--- config.mk ---
export PLATFORM = sky130hd
export DESIGN_NAME = hilo_acc_unit
export DESIGN_NICKNAME = d
export VERILOG_FILES = /design/src/rtl/hilo_acc_unit.sv
export SDC_FILE = /design/constraint.sdc
export NUM_CORES = 2
export LEC_CHECK = 0
export ABC_AREA = 1
export CORE_MARGIN = 10
export CORE_UTILIZATION = 59
export DETAILED_ROUTE_END_ITERATION = 6
export PLACE_DENSITY = 0.78
export SETUP_SLACK_MARGIN = 0.15
export SYNTH_ARGS = -nofsm -noshare
export SYNTH_HDL_FRONTEND = slang
export SYNTH_SLANG_ARGS = --single-unit
--- constraint.sdc ---
create_clock -name clk -period 9.65 [get_ports clk]
set_input_delay 1.4475 -clock clk [delete_from_list [all_inputs] [get_ports clk]]
set_output_delay 1.4475 -clock clk [all_outputs]
set_load 0.005 [all_outputs]
--- src/rtl/hilo_acc_unit.sv ---
`default_nettype none
// +----------------------------------------------------------------------------+
// | hilo_acc_unit: HI/LO register pair with a multi-cycle multiply-accumulate  |
// | engine (MADDU/MADD/MSUBU/MSUB); HILO_BYPASS_EN enables next-value bypass.  |
// | Revision: 1.0                                                              |
// +----------------------------------------------------------------------------+
module hilo_acc_unit #(
    parameter int DW         = 32,
    parameter int ACC_CYCLES = 3
) (
    input  logic          clk,
    input  logic          rst,
    input  logic          we_hi,
    input  logic          we_lo,
    input  logic [DW-1:0] hi_i,
    input  logic [DW-1:0] lo_i,
    input  logic          acc_start,
    input  logic [1:0]    acc_op,
    input  logic [DW-1:0] acc_a,
    input  logic [DW-1:0] acc_b,
    output logic          acc_busy,
    output logic          acc_done,
    output logic [DW-1:0] hi_o,
    output logic [DW-1:0] lo_o,
    output logic [DW-1:0] hi_fwd_o,
    output logic [DW-1:0] lo_fwd_o
);

    localparam int              c_CW       = 4;
    localparam logic [c_CW-1:0] c_CNT_LOAD = c_CW'(ACC_CYCLES - 1);

    localparam logic [1:0] c_IDLE = 2'd0;
    localparam logic [1:0] c_MUL  = 2'd1;
    localparam logic [1:0] c_ACC  = 2'd2;

    logic [1:0]      r_state;
    logic [c_CW-1:0] r_cnt;
    logic [1:0]      r_op;
    logic [DW-1:0]   r_a;
    logic [DW-1:0]   r_b;
    logic [2*DW-1:0] r_prod;
    logic [DW-1:0]   r_hi;
    logic [DW-1:0]   r_lo;
    logic            r_done;

    logic [2*DW-1:0] w_ext_a;
    logic [2*DW-1:0] w_ext_b;
    logic [2*DW-1:0] w_prod_nxt;
    logic [2*DW-1:0] w_cur;
    logic [2*DW-1:0] w_acc;
    logic            w_in_acc;
    logic [DW-1:0]   w_hi_nxt;
    logic [DW-1:0]   w_lo_nxt;

    // op[0] selects signed extension, op[1] selects subtract; a truncated
    // 2*DW product of the extended operands is exact modulo 2^(2*DW).
    assign w_ext_a    = r_op[0] ? {{DW{r_a[DW-1]}}, r_a} : {{DW{1'b0}}, r_a};
    assign w_ext_b    = r_op[0] ? {{DW{r_b[DW-1]}}, r_b} : {{DW{1'b0}}, r_b};
    assign w_prod_nxt = w_ext_a * w_ext_b;

    assign w_cur    = {r_hi, r_lo};
    assign w_acc    = r_op[1] ? (w_cur - r_prod) : (w_cur + r_prod);
    assign w_in_acc = (r_state == c_ACC);

    // Direct writes take priority over the accumulate result per half.
    assign w_hi_nxt = we_hi ? hi_i : (w_in_acc ? w_acc[2*DW-1:DW] : r_hi);
    assign w_lo_nxt = we_lo ? lo_i : (w_in_acc ? w_acc[DW-1:0]    : r_lo);

    always_ff @(posedge clk) begin
        if (!rst) begin
            r_state <= c_IDLE;
            r_cnt   <= '0;
            r_op    <= '0;
            r_a     <= '0;
            r_b     <= '0;
            r_prod  <= '0;
            r_hi    <= '0;
            r_lo    <= '0;
            r_done  <= 1'b0;
        end else begin
            r_hi   <= w_hi_nxt;
            r_lo   <= w_lo_nxt;
            r_done <= w_in_acc;
            case (r_state)
                c_IDLE: begin
                    if (acc_start) begin
                        r_op    <= acc_op;
                        r_a     <= acc_a;
                        r_b     <= acc_b;
                        r_cnt   <= c_CNT_LOAD;
                        r_state <= c_MUL;
                    end
                end
                c_MUL: begin
                    r_prod <= w_prod_nxt;
                    r_cnt  <= r_cnt - 1'b1;
                    if (r_cnt == c_CW'(1)) begin
                        r_state <= c_ACC;
                    end
                end
                c_ACC: begin
                    r_state <= c_IDLE;
                end
                default: begin
                    r_state <= c_IDLE;
                end
            endcase
        end
    end

    assign acc_busy = (r_state != c_IDLE);
    assign acc_done = r_done;
    assign hi_o     = r_hi;
    assign lo_o     = r_lo;

`ifdef HILO_BYPASS_EN
    assign hi_fwd_o = w_hi_nxt;
    assign lo_fwd_o = w_lo_nxt;
`else
    assign hi_fwd_o = r_hi;
    assign lo_fwd_o = r_lo;
`endif

endmodule
`default_nettype wire
; Word level (Yosys, flattened, before mapping)
; Cells that the tools add are included.
[classes]
add_sub_neg = 3
n_mul = 1
eq_ne = 5
mux = 12
n_reduce_logical = 8
[op_table]
columns = op, count
row1 = $mux W64, 3
row2 = $mux W32, 4
row3 = $add A64 B64 Y64, 1
row4 = $mul A64 B64 Y64, 1
row5 = $sub A64 B64 Y64, 1
row6 = $pmux W4 S2, 1
row7 = $reduce_bool A2 Y1, 4
row8 = $reduce_and A2 Y1, 3
row9 = $eq A4 B1 Y1 const B, 1
row10 = $mux W2, 2
row11 = $mux W4, 1
row12 = $ne A2 B2 Y1 const B, 2
row13 = $pmux W2 S2, 1
row14 = $sub A4 B1 Y4 const B, 1
row15 = $eq A2 B1 Y1 const B, 1
row16 = $eq A2 B2 Y1 const B, 1
row17 = $logic_not A2 Y1, 1
[totals]
reg_bits = 201
in_bits = 135
output_inout_bits = 130
elab_cells = 38

; Depth between registers and ports, before layout
[logic_depth]
ltp_word = 4
depth_mapped = 43
mapped_depth_nobuf = 41

; Worst setup path before layout
; OpenSTA, ideal clock, no wires.
[synth_path]
kind = register to register
startpoint = register r_a[31]
endpoint = register r_prod[63]
setup_time_ps = 117
t_arrival_ps = 8389
required_time_ps = 9533
slack_ps = 1144
path_stages_with_launch = 33
path_buffers = 2
synth_period_minus_slack_ps = 8506
cell_sequence = dfxtp_1 -> buf_2 -> nand2_2 -> inv_2 -> clkbuf_1 -> nand2_1 -> fa_1 -> inv_1 -> fa_1 -> fa_1 -> inv_1 -> fa_1 -> inv_1 -> fa_1 -> fa_1 -> fa_1 -> fa_1 -> fa_1 -> inv_1 -> fa_1 -> inv_1 -> ha_1 -> nand2_1 -> nor2_1 -> inv_1 -> nor2_1 -> nand3_1 -> nor4_1 -> a21oi_1 -> nand3_1 -> nand2_1 -> nor2_1 -> nor2_1
[synth_between]
elab_chain_len = 2
[synth_rtl]
columns = item, line
row1 = from (decl), 39  ; logic [DW-1:0] r_a;
row2 = from (signal assigned), 74  ; r_a <= '0;
row3 = from (signal assigned), 88  ; r_a <= acc_a;
row4 = $mux W64, 57  ; assign w_ext_a = r_op[0] ? {{DW{r_a[DW-1]}}, r_a} : {{DW{1'b0}}, r_a};
row5 = $mul A64 B64 Y64, 59  ; assign w_prod_nxt = w_ext_a * w_ext_b;
row6 = to (signal assigned), 95  ; r_prod <= w_prod_nxt;
row7 = to (decl), 41  ; logic [2*DW-1:0] r_prod;
; Every way passes these cells.
; A chain may end at the register's enable or synchronous reset.

; Worst setup path in the final report
[layout_path]
startpoint = register r_a[27]
endpoint = register r_prod[39]
; The elaborated chain is that of the path after synthesis.

==> results.yml <==
drt:
  via_count: 54699
  routedWlPerCell_um: 21.5
  antenna_left: 0
  route.final.wire_length_um: 217000
  drt_first_pass_iters: 6
  via_per_inst: 5.43
  dr.first_iter.drc_count: 4554
  drc: 0
clocking:
  cts_buffers: 27
  clock_path_buffers: 3
  cts_max_level: 1
  cts-root-buf: "clkbuf_16"
  clk_pin_slew_ns: 0.07
  clk_latency_ns: 0.62
  clock-sinks: 201
  tritoncts: "yes"
  postCtsHoldBufs: 0
setup_path:
  cp_num_buf_inv: 8
  path_delay_family: "adder cells"
  crit_path_max_fanout: 9
  max_stage_delay_ns: 0.88
  r2r_slack_ns: 0.40
  required_ns: 10.21
  arrival_ns: 9.81
  crit_type: "reg2reg"
  critPathMostFrequentCell: "fa_1"
  reg2reg_depth: 29
  end_kind: "flip-flop"
  startpoint_type: "flip-flop"
  crit_slowest_cell: "dfxtp_1"
  r2r-end: "r_prod[39]$_SDFFE_PN0P_"
  reg2reg_from: "r_a[27]$_SDFFE_PN0P_"
logic_synthesis:
  syn_area_um2: 64800
  synth_area_leaders: "fa_1, inv_1, nand2_1"
  ys_types: 54
  ys_ff_latch: 201
  yosysTopAreaCell: "fa_1"
  postSynthAreaPerCell_um2: 7.54
  synthArstFlopShare_pct: 0
  postSynthCellCount: 8596
  synthFlopType: "dfxtp_1"
  synth_fp_nets: 10528
  synth_seq_area_share_pct: 6.21
  yosysTopAreaCellShare_pct: 43.8
  yosys_warnings: 0
  synth.most_common_cell: "inv_1"
  synth_edf_count: 0
  ys_top_cells_by_count: "inv_1, nand2_1, fa_1"
pwr:
  p_clk_share_pct: 8.8
  internal-power_mw: 5.34
  p_sw_mw: 7.89
  p_comb_share_pct: 82.3
  pwr-share-seq_pct: 8.9
  switching_share_pct: 59.7
  vdd_drop_max_v: 0.000386
  power.density_nw_per_um2: 190
  p_leak_nw: 39.5
  p_total_mw: 13.2
sta:
  slew_headroom_pct: 20.3
  worstMarginPinSlew_ns: 1.18
  rsz0062_at_grt: "false"
  period_needed_ns: 9.25
  finalMaxSlewViolations: 0
  period_share_pct: 95.8
  finalClockSkew_ns: 0.0327
  finalHoldViolations: 0
  tns_ns: 0
  setup_viol: 0
  max_freq_mhz: 108
global_route:
  overflow: 0
  grt_max_degree: 106
  grt_usage_pct: 35.5
  grt_pass1_wl_um: 334000
  grt_pass1_vias: 57891
  antenna_found_initial: 1
placed_design:
  routabilityCongestion: 1.06
  port_buffers: 264
  post_dp_cell_area_um2: 68700
  dpl.hpwl_um: 190000
worst_hold_path:
  holdCritStartpoint: "r_b[25]$_SDFFE_PN0P_"
  min_path_type: "reg2reg"
  hold_path_depth: 2
  holdPathEnd: "r_b[25]$_SDFFE_PN0P_"
finish:
  design_area_um2: 69700
  nets: 10562
  fill_cells: 9518
  drive_gt1_share_pct: 2.95
  area_growth_pct: 7.50
die:
  core_um2: 109000
  die_y_um: 351
  row_count: 121
  io_pins: 265
  start_util_pct: 59.5
  die_x_um: 351
  die_area_um2: 123000
job:
  max_cap_violations: 0
run_status:
  status: "finished clean"
## placed cells by master, fill, tap and decap left out, types with 21 or more instances in the layout
cell / n
a21oi_1: 275
a22o_1: 22
a31oi_1: 36
buf_4: 137
clkbuf_16: 27
clkdlybuf4s50_1: 263
dfxtp_1: 200
fa_1: 1417
ha_1: 380
inv_1: 2574
nand2_1: 1769
nand3_1: 199
nand4_1: 39
nor2_1: 599
nor3_1: 50
nor4_1: 21
o21ai_0: 314
o21bai_1: 21
xnor2_1: 25
xor2_1: 104
## state kept, by name (all words and copies together) (netlist names)
name,cells
r_op,2
r_a,32
r_b,32
lo_fwd_o,32
acc_done,1
hi_fwd_o,32
r_state,2
r_prod,64
r_cnt,4
## per-stage QoR
step | hold slack, ns | instances | utilization [%] | setup slack, ns
floorplan | 0.457 | 8596 | - | 1.14
global placement | 0.455 | 10015 | 63.0 | 0.492
detailed placement | 0.465 | 10015 | 63.0 | 0.439
CTS | 0.474 | 10064 | 63.9 | 0.461
global route | 0.479 | 10064 | 63.9 | 0.151
finish | 0.476 | 10066 | 63.9 | 0.402
## per-layer routing
layer  routed length (µm)  share of wire [%]  global-route usage, %  vias up
met1                83100                 38                   44.6    26917
met5                   57              0.026                  0.275        -
met3                18800                8.7                   5.97      541
met4                11500                5.3                   15.6        4
li1                     -                  -                      -    24623
met2               103000                 48                   60.0     2614
## layout make-up
cell class,instances,area [µm²],area share [%]
timing repair buffer,408,3820,5.49
tap,1414,1770,2.54
clock buffer,30,687,0.986
sequential,201,4030,5.78
clock inverter,19,304,0.436
antenna,2,5.00,0.00718
inverter,2586,9710,13.9
multi-input combinational,5406,49300,70.8
## cell families (layout without fill, tap and decap cells)
family                   after synthesis  in the layout  share of synthesized area, %
buffers and inverters               2989           3043                          17.7
AND/OR/NAND/NOR                     2739           2739                          16.9
adder cells (fa/ha/maj)             1797           1797                          51.1
AO/OA/AOI/OAI                        741            741                          6.31
flip-flops                           201            201                          6.21
XOR/XNOR                             129            129                          1.74
other                                  0              2                             0
## worst max path at each step
stage                         startpoint                 endpoint  slack [ns]  depth (start not counted)
finish              r_a[27]$_SDFFE_PN0P_  r_prod[39]$_SDFFE_PN0P_        0.40                         29
floorplan           r_a[31]$_SDFFE_PN0P_  r_prod[63]$_SDFFE_PN0P_        1.14                         32
detailed placement  r_a[28]$_SDFFE_PN0P_  r_prod[38]$_SDFFE_PN0P_        0.44                         30
global route        r_op[0]$_SDFFE_PN0P_  r_prod[52]$_SDFFE_PN0P_        0.15                         31
global placement    r_a[28]$_SDFFE_PN0P_  r_prod[34]$_SDFFE_PN0P_        0.49                         30
CTS                 r_a[28]$_SDFFE_PN0P_  r_prod[34]$_SDFFE_PN0P_        0.46                         30
## timing repair
action	in CTS	in global routing
resized for setup	0	2
setup endpoints to repair	0	2
buffers inserted	0	0
## power groups by stage
stage | Combinational (mW) | Clock, mW | Sequential, mW
finish | 10.9 | 1.16 | 1.18
global route | 12.1 | 1.20 | 1.19
CTS | 10.7 | 1.17 | 1.17
detailed placement | 10.7 | 0 | 1.19
global placement | 10.6 | 0 | 1.18
floorplan | 7.25 | 0 | 1.07
## worst reg2reg max path: cells and delay by family, from the launching register on
kind | cells | cell delay (ns)
fa+ha+maj | 11 | 5.44
compound gates | 5 | 1.41
flops | 1 | 0.88
simple gates | 4 | 0.66
buf+inv | 8 | 0.45
xor+xnor | 1 | 0.38
Power figures use the tool's default switching activity.
